===== src/rtl/alion_mem_arbiter.sv =====
// Two-master round-robin arbiter for the alion native memory port.
// It latches the granted request, routes the completion back to its owner and ends hung transactions with an error after TIMEOUT cycles.
module alion_mem_arbiter #(
   parameter int unsigned TIMEOUT   = 255,
   parameter logic [31:0] ERR_RDATA = 32'h0000_0000
) (
   input  logic        clock,
   input  logic        reset,
   input  logic        m0_valid,
   input  logic        m0_instr,
   input  logic [31:0] m0_addr,
   input  logic [31:0] m0_wdata,
   input  logic [3:0]  m0_wstrb,
   output logic        m0_ready,
   output logic [31:0] m0_rdata,
   output logic        m0_err,
   input  logic        m1_valid,
   input  logic        m1_instr,
   input  logic [31:0] m1_addr,
   input  logic [31:0] m1_wdata,
   input  logic [3:0]  m1_wstrb,
   output logic        m1_ready,
   output logic [31:0] m1_rdata,
   output logic        m1_err,
   output logic        mem_valid,
   output logic        mem_instr,
   output logic [31:0] mem_addr,
   output logic [31:0] mem_wdata,
   output logic [3:0]  mem_wstrb,
   input  logic        mem_ready,
   input  logic [31:0] mem_rdata,
   output logic        busy,
   output logic        owner
);

   localparam int unsigned CW   = (TIMEOUT > 0) ? $clog2(TIMEOUT + 1) : 1;
   localparam logic [CW-1:0] TLIM = CW'((TIMEOUT > 0) ? TIMEOUT - 1 : 0);

   typedef enum logic {S_IDLE = 1'b0, S_BUSY = 1'b1} state_e;

   state_e        state_q, state_d;
   logic          last_q, last_d;
   logic          owner_q, owner_d;
   logic          instr_q, instr_d;
   logic [31:0]   addr_q, addr_d;
   logic [31:0]   wdata_q, wdata_d;
   logic [3:0]    wstrb_q, wstrb_d;
   logic [CW-1:0] tcnt_q, tcnt_d;

   logic          tmo_s, done_s, err_s, req_s, grant_s;

   // Arbitration, completion detection and next-state for all latched fields.
   always_comb begin
      state_d = state_q;
      last_d  = last_q;
      owner_d = owner_q;
      instr_d = instr_q;
      addr_d  = addr_q;
      wdata_d = wdata_q;
      wstrb_d = wstrb_q;
      tcnt_d  = tcnt_q;
      req_s   = 1'b0;
      grant_s = owner_q;
      tmo_s   = 1'b0;
      done_s  = 1'b0;
      err_s   = 1'b0;

      if (state_q == S_BUSY) begin
         tmo_s  = (TIMEOUT != 0) && (tcnt_q == TLIM);
         // A slave ready in the timeout cycle still counts as a clean completion.
         done_s = mem_ready | tmo_s;
         err_s  = ~mem_ready & tmo_s;
      end else begin
         tmo_s  = 1'b0;
      end

      case (state_q)
         S_IDLE: begin
            if (m0_valid | m1_valid) begin
               req_s   = 1'b1;
               grant_s = (m0_valid & m1_valid) ? ~last_q : m1_valid;
            end else begin
               req_s   = 1'b0;
            end
         end
         S_BUSY: begin
            if (done_s) begin
               last_d = owner_q;
               // The completing owner's valid is stale here, so only the other master may be granted.
               if (owner_q ? m0_valid : m1_valid) begin
                  req_s   = 1'b1;
                  grant_s = ~owner_q;
               end else begin
                  state_d = S_IDLE;
               end
            end else if ((TIMEOUT != 0) && (tcnt_q != TLIM)) begin
               tcnt_d = tcnt_q + CW'(1'b1);
            end else begin
               tcnt_d = tcnt_q;
            end
         end
         default: begin
            state_d = S_IDLE;
         end
      endcase

      if (req_s) begin
         state_d = S_BUSY;
         owner_d = grant_s;
         tcnt_d  = '0;
         instr_d = grant_s ? m1_instr : m0_instr;
         addr_d  = grant_s ? m1_addr  : m0_addr;
         wdata_d = grant_s ? m1_wdata : m0_wdata;
         wstrb_d = grant_s ? m1_wstrb : m0_wstrb;
      end else begin
         owner_d = owner_d;
      end
   end

   // State and latched-request registers.
   always_ff @(posedge clock or posedge reset) begin
      if (reset) begin
         state_q <= S_IDLE;
         last_q  <= 1'b1;
         owner_q <= 1'b0;
         instr_q <= 1'b0;
         addr_q  <= 32'h0000_0000;
         wdata_q <= 32'h0000_0000;
         wstrb_q <= 4'h0;
         tcnt_q  <= '0;
      end else begin
         state_q <= state_d;
         last_q  <= last_d;
         owner_q <= owner_d;
         instr_q <= instr_d;
         addr_q  <= addr_d;
         wdata_q <= wdata_d;
         wstrb_q <= wstrb_d;
         tcnt_q  <= tcnt_d;
      end
   end

   assign mem_valid = (state_q == S_BUSY);
   assign busy      = (state_q == S_BUSY);
   assign owner     = owner_q;
   assign mem_instr = instr_q;
   assign mem_addr  = addr_q;
   assign mem_wdata = wdata_q;
   assign mem_wstrb = wstrb_q;

   assign m0_ready  = done_s & ~owner_q;
   assign m1_ready  = done_s &  owner_q;
   assign m0_err    = m0_ready & err_s;
   assign m1_err    = m1_ready & err_s;
   assign m0_rdata  = m0_ready ? (err_s ? ERR_RDATA : mem_rdata) : 32'h0000_0000;
   assign m1_rdata  = m1_ready ? (err_s ? ERR_RDATA : mem_rdata) : 32'h0000_0000;

endmodule


===== config.mk =====
export PLATFORM = sky130hd
export DESIGN_NAME = alion_mem_arbiter
export DESIGN_NICKNAME = d
export VERILOG_FILES = /design/src/rtl/alion_mem_arbiter.sv
export SDC_FILE = /design/constraint.sdc
export NUM_CORES = 1
export LEC_CHECK = 0
export CORE_AREA = 2 2 124 126
export DETAILED_ROUTE_END_ITERATION = 6
export DIE_AREA = 0 0 126 128
export PLACE_DENSITY = 0.7
export SETUP_SLACK_MARGIN = 0.15
export SLEW_MARGIN = 0
export SYNTH_ARGS = -nofsm -noshare
export SYNTH_HDL_FRONTEND = slang
export SYNTH_SLANG_ARGS = --single-unit

===== constraint.sdc =====
create_clock -name clock -period 3.6 [get_ports clock]
set_input_delay 0.36 -clock clock [delete_from_list [all_inputs] [get_ports clock]]
set_output_delay 0.36 -clock clock [all_outputs]
set_load 0.01 [all_outputs]

==> flow_summary.rst <==
.. list-table::
   :header-rows: 1

   * - Metric
     - Value
   * - Number of clock sinks
     - 80
   * - List of most frequent post-synthesis cells
     - a21oi_1 (140), dfrtp_1 (79), nor2_1 (76)
   * - Vias
     - 4730
   * - Crit-path max cell delay
     - 600 ps
   * - Largest net degree at the start of global routing
     - 70
   * - Worst-skew pair later-pin latency
     - 350 ps
   * - Number of vias per cell
     - 4.669
   * - Worst VDD drop
     - between 0.3 and 0.4 mV
   * - Fraction of registers with async set/reset
     - 1.000
   * - Number of setup buffers added after CTS
     - 0
   * - Die width
     - roughly 130 µm
   * - Bufs on Longest Clock Path
     - 2
   * - Sum of overflow across all layers after global routing
     - 0
   * - Area overhead of the layout relative to synthesis
     - 85.17%
   * - Element type at the critical path end
     - output pin
   * - Overall global routing resource usage
     - 0.2078
   * - Number of remaining DRC errors
     - 0
   * - Number of top-level design ports
     - 315
   * - Crit path max-delay cell type
     - clkdlybuf4s50_1
   * - Max-Cap Viols
     - 0
   * - Global-route wire length before repair
     - 26210 µm
   * - Most used flip-flop cell after synthesis
     - dfrtp_1
   * - Via count of the first global-routing pass
     - 4726
   * - Final number of hold-violating endpoints
     - 0
   * - GP Congestion
     - roughly 0.90
   * - Number of buffers inserted during clock tree synthesis
     - 9
   * - Slew @ Worst Pin
     - roughly 1000 ps
   * - Final WS setup
     - 1020 ps
   * - Worst setup timing slack at the placement stage
     - 903.1 ps
   * - Category of the critical setup timing path
     - reg2out
   * - Number of cells in the design after placement
     - 994
   * - Most frequent cell after synthesis
     - a21oi_1
   * - Final clock period utilization by the worst path
     - 0.7166
   * - Unique cell type count in the Yosys netlist
     - 38
   * - Number of nets in the layout
     - 994
   * - Estimated wirelength of the detail-placed design
     - roughly 13000 µm
   * - CTS hold repair buffers
     - 0
   * - Starting density of the core
     - 0.2844
   * - Post-Synthesis Cell Area
     - 4228 µm²
   * - Outcome
     - finished clean
   * - Full die area
     - 16130 µm²
   * - Number of flops mapped to enable cells by yosys
     - 0
   * - Leakage power figure
     - 3.155 nW
   * - Cell types with the largest area share after synthesis
     - dfrtp_1 (47%), a21oi_1 (17%), and2_1 (9.5%)
   * - Setup crit start kind
     - flip-flop
   * - Total cell area at the placement stage
     - 7531 µm²
   * - End-of-flow core utilization
     - 0.5267
   * - First-iteration detailed-routing DRC count
     - 217
   * - Unrepaired setup endpoints after global routing
     - no
   * - Largest area contributor in the netlist
     - dfrtp_1
   * - Root buffer cell
     - clkbuf_16
   * - Final number of max-transition violations
     - 0
   * - Mapped Nets
     - 696
   * - Summed area of non-filler cells in the final layout
     - 7829 µm²
   * - Synthesized instance count
     - 519
   * - Routed Wire Length
     - about 17000 µm
   * - Total number of H-tree levels
     - 3
   * - Cells traversed along the worst timing path
     - inv_1, ha_1, and4_1, nand2_1, nor2_1, clkdlybuf4s50_1
   * - Clock tree from TritonCTS
     - built
   * - Top-area cell type share of the netlist area
     - 0.4676
   * - Gates resized, CTS repair
     - 0
   * - Sequential share of the synthesized area
     - 0.4738
   * - Synthesized area per cell
     - roughly 8.1 µm²
   * - Post-layout instance count excluding filler cells
     - 1013
   * - Post-DR wirelength/cell
     - 16.68 µm
   * - Setup clock skew after layout
     - around 13 ps
   * - Shortest clock period the worst path allows after layout
     - 2580 ps
   * - Die Height
     - 128 µm
   * - Worst Path Arrival
     - roughly 2200 ps
   * - Clock transition at path regs
     - around 70 ps
   * - Peak Freq
     - around 0.39 GHz
   * - Antenna violations before repair
     - 3
   * - Setup_tns
     - 0 ps
   * - Std-Cell Rows
     - 45
   * - Data required time of the critical path
     - 3240 ps
   * - Power Dens Cells
     - 719.6 nW/µm²
   * - Yosys Warn Count
     - 0
   * - Total of flip-flops plus latches after synthesis
     - 80
   * - Final setup vio count
     - 0
   * - Count of port buffers added during placement
     - 314
   * - Headroom to the max-slew limit
     - 0.3313
   * - Fraction of final layout cells with drive strength greater than 1
     - 0.04501
   * - Core area
     - 14860 µm²
   * - Hold/Removal Path Class
     - in2async
   * - Largest driver fanout on the critical path
     - 8
   * - Power Total
     - 5.634 mW
   * - Min Hold Slack
     - 341.1 ps
   * - Number of detailed-routing iterations run before antenna repair
     - 4
   * - DRT antenna net count
     - 0
-- kinds of logic after synthesis --
logic type	synth area share
flops	0.4738
mux	0.005031
buf+inv	0.05268
compound gates	0.2012
xor+xnor	0.006216
fa+ha+maj	0.005918
simple gates	0.2551
-- sequential cells by signal, indices dropped and copies added, names as in the netlist --
signal,flops
mem_addr,32
mem_instr,1
mem_wstrb,4
mem_wdata,32
owner,1
busy,1
last_q,1
tcnt_q,8
-- worst max-delay path, delay by kind of cell, from the launching register on --
| kind | cells | cell delay (ps) |
|---|---|---|
| buffers and inverters | 2 | 690 |
| adders and majority gates | 1 | 190 |
| and+or+nand+nor | 3 | 560 |
| DFF | 1 | 450 |
-- per-layer routing --
metal / global-route usage / part of all wire / vias to the layer above / wire length (µm)
met5: 0 / 0 / - / 0
met4: 0.08274 / 0.029 / 0 / 496
met3: 0.06302 / 0.078 / 30 / 1313
met2: 0.3561 / 0.50 / 217 / 8371
met1: 0.2442 / 0.40 / 2152 / 6719
li1: - / - / 2331 / -
-- cell type report --
class | count | area, µm²
Fill cell | 1455 | 7036
Timing Repair Buffer | 325 | 3251
Multi-Input combinational cell | 394 | 2013
Sequential cell | 80 | 2003
Clock buffer | 10 | 239.0
Tap cell | 188 | 235.2
Clock inverter | 6 | 51.30
Inverter | 7 | 28.78
Antenna cell | 3 | 7.507
-- where the power goes --
group,internal (mW),switching [mW],leakage [nW]
Sequential,1.33,0.266,0.910
Clock,0.495,0.406,0.133
Combinational,1.56,1.57,2.11
Total,3.39,2.25,3.15
-- cells in the final DEF, fill, tap and decap left out, types with 2 or more instances in the layout --
cell type,Yosys,layout
nand4_1,2,2
a21oi_1,140,140
buf_4,3,9
nand3_1,4,4
nand2_1,73,73
o31ai_1,2,2
ha_1,2,2
clkinv_2,1,2
clkdlybuf4s50_1,0,314
o21ai_0,2,2
xor2_1,3,3
and4_1,2,2
diode_2,0,3
dfrtp_1,79,79
buf_12,0,2
nor2b_1,3,3
nor2_1,76,76
clkinvlp_4,0,3
and3_1,3,3
o32ai_1,2,2
and2_1,64,64
clkbuf_16,0,9
inv_1,6,5
-- worst paths after layout --
| kind | startpoint | to | slack (ps) | depth (start not counted) |
|---|---|---|---|---|
| max | tcnt_q[0] | m0_err | 1020 | 6 |
| min in group clock | tcnt_q[5] | tcnt_q[5] | 500 | 1 |
| min reg2reg | tcnt_q[5] | tcnt_q[5] | 500 | 1 |
| max in group asynchronous | reset | last_q | 2460 | 3 |
| max reg2reg | tcnt_q[0] | mem_addr[13] | 1060 | 9 |
| min | reset | mem_wdata[14] | 340 | 2 |
No activity file was read; power rests on OpenSTA's default activity.
